### src/rtl/cu_microsequencer_pkg.sv
// rtl/cu_microsequencer_pkg.sv - control-word field map, advance codes and reset word
package cu_microsequencer_pkg;

    localparam int CU_UPC_W = 10;
    localparam int CU_CW_W  = 62;

    localparam logic [CU_UPC_W-1:0] CU_RESET_UPC = 10'h000;
    localparam logic [CU_UPC_W-1:0] CU_IRQ_UPC   = 10'h3F0;

    localparam int CU_ADV_LSB    = 30;
    localparam int CU_ADV_W      = 2;
    localparam int DB_NREAD_BIT  = 32;
    localparam int DB_NWRITE_BIT = 4;
    localparam int CU_TAG_LSB    = 52;
    localparam int CU_TAG_W      = 10;

    localparam logic [7:0] CB_PREFIX = 8'hCB;

    typedef enum logic [1:0] {
        ADV_SEQ      = 2'b00,
        ADV_DISPATCH = 2'b01,
        ADV_COND     = 2'b10,
        ADV_HOLD     = 2'b11
    } adv_e;

    typedef enum logic [1:0] {
        PH_NORMAL  = 2'b00,
        PH_CB_PEND = 2'b01,
        PH_CB_EXEC = 2'b10
    } prefix_state_e;

    // Bus strobes idle high; DISPATCH so a stray micro-PC recovers at the next opcode.
    localparam logic [CU_CW_W-1:0] RESET_WORD =
        (62'd1 << DB_NREAD_BIT) | (62'd1 << DB_NWRITE_BIT) |
        (62'(ADV_DISPATCH) << CU_ADV_LSB);

    function automatic logic [CU_CW_W-1:0] mk_word(adv_e adv, logic [CU_TAG_W-1:0] tag);
        logic [CU_CW_W-1:0] w;
        w = RESET_WORD;
        w[CU_ADV_LSB +: CU_ADV_W] = adv;
        w[CU_TAG_LSB +: CU_TAG_W] = tag;
        return w;
    endfunction

endpackage

### src/rtl/cu_microsequencer_if.sv
// rtl/cu_microsequencer_if.sv - sequencer <-> datapath/bus signal bundle
interface cu_microsequencer_if
    import cu_microsequencer_pkg::*;
#(
    parameter int UPC_W = CU_UPC_W,
    parameter int CW_W  = CU_CW_W
);
    logic [7:0]       inst_byte;
    logic             mem_ready;
    logic             cond_true;
    logic             irq_req;
    logic [CW_W-1:0]  control_signals;
    logic [UPC_W-1:0] upc;
    logic             inst_start;
    logic             irq_ack;
    logic             cb_active;

    modport master (
        input  inst_byte, mem_ready, cond_true, irq_req,
        output control_signals, upc, inst_start, irq_ack, cb_active
    );

    modport slave (
        output inst_byte, mem_ready, cond_true, irq_req,
        input  control_signals, upc, inst_start, irq_ack, cb_active
    );
endinterface

### src/rtl/cu_microsequencer_rom.sv
// rtl/cu_microsequencer_rom.sv - combinational microcode store and opcode dispatch table
module microcode_rom
    import cu_microsequencer_pkg::*;
(
    input  logic [CU_UPC_W-1:0] addr,
    output logic [CU_CW_W-1:0]  word,
    input  logic [8:0]          dtab_idx,
    output logic [CU_UPC_W-1:0] dtab_addr
);
    adv_e adv;
    logic prog;

    // Programmed words carry their own address in the tag field for trace/debug.
    always_comb begin
        adv  = ADV_SEQ;
        prog = 1'b1;
        case (addr)
            10'h000, 10'h010, 10'h031, 10'h068:
                adv = ADV_HOLD;
            10'h001, 10'h011, 10'h023, 10'h032, 10'h043, 10'h050, 10'h061, 10'h06A:
                adv = ADV_DISPATCH;
            10'h041, 10'h069:
                adv = ADV_COND;
            10'h020, 10'h021, 10'h022, 10'h030, 10'h040, 10'h042, 10'h060:
                adv = ADV_SEQ;
            default:
                prog = (addr >= CU_IRQ_UPC);
        endcase
        word = prog ? mk_word(adv, addr) : RESET_WORD;
    end

    // Upper half of the table (index bit 8) holds the CB-prefixed routines.
    always_comb begin
        dtab_addr = 10'h020;
        if (dtab_idx[8]) begin
            dtab_addr = dtab_idx[0] ? 10'h068 : 10'h060;
        end else if (dtab_idx[7:0] == CB_PREFIX) begin
            dtab_addr = 10'h010;
        end else begin
            case (dtab_idx[1:0])
                2'd0:    dtab_addr = 10'h020;
                2'd1:    dtab_addr = 10'h030;
                2'd2:    dtab_addr = 10'h040;
                default: dtab_addr = 10'h050;
            endcase
        end
    end
endmodule

### src/rtl/cu_microsequencer.sv
// rtl/cu_microsequencer.sv - micro-PC, next-address select, CB prefix and IRQ entry
module cu_microsequencer
    import cu_microsequencer_pkg::*;
#(
    parameter int               UPC_W     = CU_UPC_W,
    parameter int               CW_W      = CU_CW_W,
    parameter logic [UPC_W-1:0] RESET_UPC = CU_RESET_UPC,
    parameter logic [UPC_W-1:0] IRQ_UPC   = CU_IRQ_UPC
) (
    input  logic                clk,
    input  logic                rst,
    cu_microsequencer_if.master bus
);
    logic [UPC_W-1:0] upc_q;
    logic [UPC_W-1:0] upc_inc;
    logic [UPC_W-1:0] next_upc;
    logic [UPC_W-1:0] dtab_addr;
    logic [CW_W-1:0]  cs_q;
    logic [CW_W-1:0]  rom_word;
    prefix_state_e    state_q;
    prefix_state_e    state_d;
    adv_e             adv;
    logic             cb_pend;
    logic             do_dispatch;
    logic             take_irq;
    logic             inst_start_q;
    logic             irq_ack_q;

    assign cb_pend = (state_q == PH_CB_PEND);

    microcode_rom u_rom (
        .addr      (next_upc),
        .word      (rom_word),
        .dtab_idx  ({cb_pend, bus.inst_byte}),
        .dtab_addr (dtab_addr)
    );

    always_comb begin
        adv         = adv_e'(cs_q[CU_ADV_LSB +: CU_ADV_W]);
        upc_inc     = upc_q + UPC_W'(1);
        next_upc    = upc_inc;
        do_dispatch = 1'b0;
        case (adv)
            ADV_SEQ:      next_upc = upc_inc;
            ADV_DISPATCH: do_dispatch = 1'b1;
            ADV_COND:     do_dispatch = !bus.cond_true;
            default:      next_upc = bus.mem_ready ? upc_inc : upc_q;
        endcase
        // A pending prefix keeps the interrupt out until its operand is dispatched.
        take_irq = do_dispatch && !cb_pend && bus.irq_req;
        if (do_dispatch) begin
            next_upc = take_irq ? IRQ_UPC : dtab_addr;
        end
    end

    always_comb begin
        state_d = state_q;
        if (do_dispatch) begin
            case (state_q)
                PH_CB_PEND: state_d = PH_CB_EXEC;
                default:    state_d = (!bus.irq_req && bus.inst_byte == CB_PREFIX)
                                      ? PH_CB_PEND : PH_NORMAL;
            endcase
        end
    end

    always_ff @(posedge clk) begin
        if (rst) begin
            state_q <= PH_NORMAL;
        end else begin
            state_q <= state_d;
        end
    end

    always_ff @(posedge clk) begin
        if (rst) begin
            upc_q        <= RESET_UPC;
            cs_q         <= RESET_WORD;
            inst_start_q <= 1'b0;
            irq_ack_q    <= 1'b0;
        end else begin
            upc_q        <= next_upc;
            cs_q         <= rom_word;
            inst_start_q <= do_dispatch && !take_irq;
            irq_ack_q    <= take_irq;
        end
    end

    assign bus.control_signals = cs_q;
    assign bus.upc             = upc_q;
    assign bus.inst_start      = inst_start_q;
    assign bus.irq_ack         = irq_ack_q;
    assign bus.cb_active       = (state_q == PH_CB_EXEC);
endmodule

### src/flat_wrapper.sv
// flat-port wrapper written by rule: the top's interface ports become plain ports
module cu_microsequencer_flat import cu_microsequencer_pkg::*;
#(
    parameter int               UPC_W     = CU_UPC_W,
    parameter int               CW_W      = CU_CW_W,
    parameter logic [UPC_W-1:0] RESET_UPC = CU_RESET_UPC,
    parameter logic [UPC_W-1:0] IRQ_UPC   = CU_IRQ_UPC
)
  (clk, rst, bus_inst_byte, bus_mem_ready, bus_cond_true, bus_irq_req, bus_control_signals, bus_upc, bus_inst_start, bus_irq_ack, bus_cb_active);
  cu_microsequencer_if #(.UPC_W(UPC_W), .CW_W(CW_W)) bus_i ();
  input  logic clk;
  input  logic rst;
  input wire logic [$bits(bus_i.inst_byte)-1:0] bus_inst_byte;
  input wire logic [$bits(bus_i.mem_ready)-1:0] bus_mem_ready;
  input wire logic [$bits(bus_i.cond_true)-1:0] bus_cond_true;
  input wire logic [$bits(bus_i.irq_req)-1:0] bus_irq_req;
  output wire logic [$bits(bus_i.control_signals)-1:0] bus_control_signals;
  output wire logic [$bits(bus_i.upc)-1:0] bus_upc;
  output wire logic [$bits(bus_i.inst_start)-1:0] bus_inst_start;
  output wire logic [$bits(bus_i.irq_ack)-1:0] bus_irq_ack;
  output wire logic [$bits(bus_i.cb_active)-1:0] bus_cb_active;
  assign bus_i.inst_byte = bus_inst_byte;
  assign bus_i.mem_ready = bus_mem_ready;
  assign bus_i.cond_true = bus_cond_true;
  assign bus_i.irq_req = bus_irq_req;
  assign bus_control_signals = bus_i.control_signals;
  assign bus_upc = bus_i.upc;
  assign bus_inst_start = bus_i.inst_start;
  assign bus_irq_ack = bus_i.irq_ack;
  assign bus_cb_active = bus_i.cb_active;
  cu_microsequencer #(.UPC_W(UPC_W), .CW_W(CW_W), .RESET_UPC(RESET_UPC), .IRQ_UPC(IRQ_UPC)) u_core (.clk(clk), .rst(rst), .bus(bus_i));
endmodule
### config.mk
export PLATFORM = sky130hd
export DESIGN_NAME = cu_microsequencer_flat
export DESIGN_NICKNAME = d
export VERILOG_FILES = /design/src/rtl/cu_microsequencer_pkg.sv /design/src/rtl/cu_microsequencer_if.sv /design/src/rtl/cu_microsequencer_rom.sv /design/src/rtl/cu_microsequencer.sv /design/src/flat_wrapper.sv
export SDC_FILE = /design/constraint.sdc
export NUM_CORES = 1
export LEC_CHECK = 0
export ABC_AREA = 1
export CAP_MARGIN = 5
export CORE_ASPECT_RATIO = 0.75
export CORE_UTILIZATION = 45
export DETAILED_ROUTE_END_ITERATION = 10
export PLACE_DENSITY = 0.83
export SYNTH_ARGS = -nofsm -noshare
export SYNTH_HDL_FRONTEND = slang
export SYNTH_SLANG_ARGS = --single-unit
### constraint.sdc
create_clock -name clk -period 3.69 [get_ports clk]
set_input_delay 0.738 -clock clk [delete_from_list [all_inputs] [get_ports clk]]
set_output_delay 0.738 -clock clk [all_outputs]
set_load 0.03 [all_outputs]
==> run summary <==
Cells and area
* 520 um^2 — footprint of the flip-flops and latches
* 444 — number of fillers in the final layout
* 0 — antenna cell count
* 0.00130 mm^2 — multi-input logic area
* 369 — final-stage net count
* 407 — Finished Layout Cells
* 12.6% — layout-stage area growth over the synthesis result
* 0.191 — proportion of layout cells with a drive suffix above 1

Place
* 37 — Port Buffer Count
* 0.928 — global placement routability congestion
* 3710 um — post-detail-place hpwl
* 404 — Inst Count DP
* 0.673 ns — post-place setup slack

Synthesis
* 0.0254 — synthesized-area fraction occupied by ao, oa, aoi and oai cells
* 30 — Netlist cell types
* sky130_fd_sc_hd__dfxtp_1 — post-synth top area cell
* 26 — synthesized flop and latch total
* 0.00217 mm^2 — Post-Synthesis Cell Area
* simple AND/OR/NAND/NOR gates — largest family of logic cells by synthesized area
* 6.91 um^2 — syn avg cell area
* 0 — Yosys Warn Count
* sky130_fd_sc_hd__dfxtp_1, sky130_fd_sc_hd__buf_4, sky130_fd_sc_hd__nand2_1, sky130_fd_sc_hd__nor2_1, sky130_fd_sc_hd__nor2_2 — cells taking the most area after synthesis
* 0 — async set or reset register ratio after synthesis
* 0 — fraction of synthesized area in multiplexers
* 0.240 — share of the yosys chip area belonging to registers
* 314 — gate count of the mapped netlist
* 0.0231 — share of synthesized cell area in full adder, half adder and majority cells
* sky130_fd_sc_hd__nand2_1, sky130_fd_sc_hd__buf_4, sky130_fd_sc_hd__nor2_1, sky130_fd_sc_hd__inv_1, sky130_fd_sc_hd__dfxtp_1 — most common library cells after synthesis
* sky130_fd_sc_hd__dfxtp_1 — most instantiated flip-flop cell in the synthesis netlist
* 0.463 — simple-gate share of the synthesized area
* 0 — xor-xnor portion of the synthesized cell area
* 0.240 — Synth top area share
* 0 — number of enable flip-flop cells after synthesis
* sky130_fd_sc_hd__nand2_1 — top-count cell post-synth

STA
* 0.942 ns — setup slack of the critical path after layout
* 0.636 — relative slew slack
* 364 MHz — maximum clock rate
* 0.544 ns — worst-margin pin slew
* 0.745 — post-route clock period utilization
* 0 — final count of hold timing violations
* 0.00246 ns — Clock Skew
* 0 — Setup Viol. Count Final
* 0.504 ns — worst hold-check slack
* 0 ns — setup_tns
* 2.75 ns — Final min period
* 0 — number of pins exceeding their max-slew limit in the final report
* no — unrepaired setup endpoints after global routing

Power and ir drop
* 0.000398 V — IR Drop Worst-Case VDD
* 1.57 mW — Tot Pwr
* 1.16 nW — Leakage Power
* 642 mW/mm^2 — power density cells

CTS
* 0.26 ns — clock insertion delay at the later pin of the skew report
* 3 — number of buffers inserted during clock tree synthesis
* 0 — # Post-CTS Setup Buffers
* 0.08 ns — clock slew seen by the registers of the worst setup and hold paths
* 1 — Max H-tree Level
* sky130_fd_sc_hd__clkbuf_8 — cell at the root of the clock tree
* built — CTS tree
* 2 — maximum clock path buffer count
* 26 — CTS Sinks
* 0 — number of gates resized after CTS
* 0 — hold_buf cts

Setup path
* 3.86 ns — data required time at the worst endpoint
* 2.91 ns — Critical Path AT
* 1.26 ns — register-to-register setup slack
* 14 — largest driver fanout on the critical path
* primary input — launching element type of the critical path
* in -> reg — category of the critical setup timing path
* flop — endpoint type of the worst setup path

Die
* 62.2 um — DIE HEIGHT
* 0.00455 mm^2 — placeable core area
* 88 — top-level I/O count
* 21 — Rows
* 0.00511 mm^2 — die area
* 0.478 — effective utilization at floorplan
* 82.2 um — Die Wd

Routing
* 115 — number of DRC markers after the initial detailed-route iteration
* 1810 um — detailed route wirelength on metal2
* 4.44 — via count normalized by instance count
* 2180 um — met1 wire length
* 1807 — total number of vias
* 4 — number of optimization iterations in the first detailed-route pass
* 0 — Final ANT Viol Nets
* 4430 um — DRT Wirelength
* 424 um — total length of routed met3 wires
* 10.9 um — average routed wire per standard cell
* 0 — post-detailed-route DRC marker count
* met4 — highest routing layer actually used

Global routing
* 0.173 — total routing resource utilization after global routing
* 0 — antenna violations before repair
* 1485 — via count of the first global-routing pass
* 0 — Congestion Overflow GR
* 15 — largest net degree at the start of global routing
* 6870 um — wire length of the first global-routing pass

Run
* 0 — count of max-cap constraint violations

Status
* finished clean — run status

Worst hold path
* reg -> reg — class of the most critical hold timing path

-- report_power, final --
part / internal [mW] / switching [mW] / total [mW]
registers: 0.354 / 0.0662 / 0.420
clock network: 0.0730 / 0.0798 / 0.153
logic: 0.317 / 0.677 / 0.994
total: 0.745 / 0.823 / 1.57
-- cell usage in the layout, fill, tap and decap left out --
cell type	Yosys	layout
sky130_fd_sc_hd__a211oi_1	1	1
sky130_fd_sc_hd__nor2_2	19	19
sky130_fd_sc_hd__nor2b_1	1	1
sky130_fd_sc_hd__nand2_4	6	6
sky130_fd_sc_hd__nand4_1	4	4
sky130_fd_sc_hd__nand3_1	22	22
sky130_fd_sc_hd__a21oi_1	4	4
sky130_fd_sc_hd__nand2_8	1	1
sky130_fd_sc_hd__clkbuf_8	0	3
sky130_fd_sc_hd__conb_1	2	50
sky130_fd_sc_hd__nor2_1	37	37
sky130_fd_sc_hd__inv_2	7	7
sky130_fd_sc_hd__nor3_1	2	2
sky130_fd_sc_hd__inv_4	1	1
sky130_fd_sc_hd__nor3_2	1	1
sky130_fd_sc_hd__dfxtp_1	26	26
sky130_fd_sc_hd__o21ai_0	1	1
sky130_fd_sc_hd__clkdlybuf4s50_1	0	37
sky130_fd_sc_hd__ha_1	4	4
sky130_fd_sc_hd__nand3_2	9	9
sky130_fd_sc_hd__nor2_4	8	8
sky130_fd_sc_hd__o22ai_1	1	1
sky130_fd_sc_hd__a32oi_1	1	1
sky130_fd_sc_hd__clkinv_1	1	1
sky130_fd_sc_hd__nand3_4	1	1
sky130_fd_sc_hd__nand2_2	11	11
sky130_fd_sc_hd__nand2_1	62	62
sky130_fd_sc_hd__inv_1	28	28
sky130_fd_sc_hd__o21bai_1	1	1
-- cell type report --
cell class,count,area share
clock buffers,3,0.0169
inverters,37,0.0579
multi-input cells,247,0.531
flip-flops and latches,26,0.213
well taps,57,0.0292
repair buffers,37,0.152
-- layer usage --
metal	GRT usage	up-vias
li1	-	943
met1	0.275	782
met2	0.243	80
met3	0.0353	2
met4	0.0132	0
met5	0	-
-- kinds of logic (layout without fill, tap and decap cells) --
| logic type | Yosys count | after routing |
|---|---|---|
| compound gates | 9 | 9 |
| buf+inv | 89 | 77 |
| other cells | 2 | 50 |
| flops | 26 | 26 |
| simple gates | 184 | 184 |
| fa+ha+maj | 4 | 4 |
-- state kept, by name, indices dropped and copies added, names as in the netlist --
| signal | count |
|---|---|
| u_core.bus.control_signals | 12 |
| u_core.bus.inst_start | 1 |
| u_core.bus.irq_ack | 1 |
| u_core.bus.upc | 10 |
| u_core.state_q | 2 |
-- path summary, 6_finish.rpt --
check | startpoint | to | cells past startpoint
setup / recovery | bus_cond_true | u_core.bus.control_signals[56] | 16
hold / removal | u_core.state_q[1] | u_core.state_q[1] | 2
setup reg to reg | u_core.bus.control_signals[30] | u_core.bus.control_signals[56] | 16
hold reg to reg | u_core.state_q[1] | u_core.state_q[1] | 2
-- through the flow --
step	util	instance area (um^2)
final	0.538	2440
after global routing	0.538	2440
after CTS	0.538	2440
after detailed placement	0.528	2400
after global placement	0.528	2400
after floorplan	-	2350
-- worst max-delay path, cell delays in order --
cell and delay, ns:
sky130_fd_sc_hd__clkdlybuf4s50_1 0.45, sky130_fd_sc_hd__inv_1 0.03, sky130_fd_sc_hd__nand2_1 0.05, sky130_fd_sc_hd__nand2_1 0.07
sky130_fd_sc_hd__nand2_2 0.27, sky130_fd_sc_hd__nand3_1 0.26, sky130_fd_sc_hd__nand3_2 0.21, sky130_fd_sc_hd__nor2_1 0.07
sky130_fd_sc_hd__nand2_1 0.09, sky130_fd_sc_hd__nor2_1 0.05, sky130_fd_sc_hd__nor2_2 0.14, sky130_fd_sc_hd__nand3_2 0.10
sky130_fd_sc_hd__nor2_4 0.13, sky130_fd_sc_hd__nand2_4 0.08, sky130_fd_sc_hd__nand2_8 0.11, sky130_fd_sc_hd__nor2_2 0.05
Power figures use the tool's default switching activity.
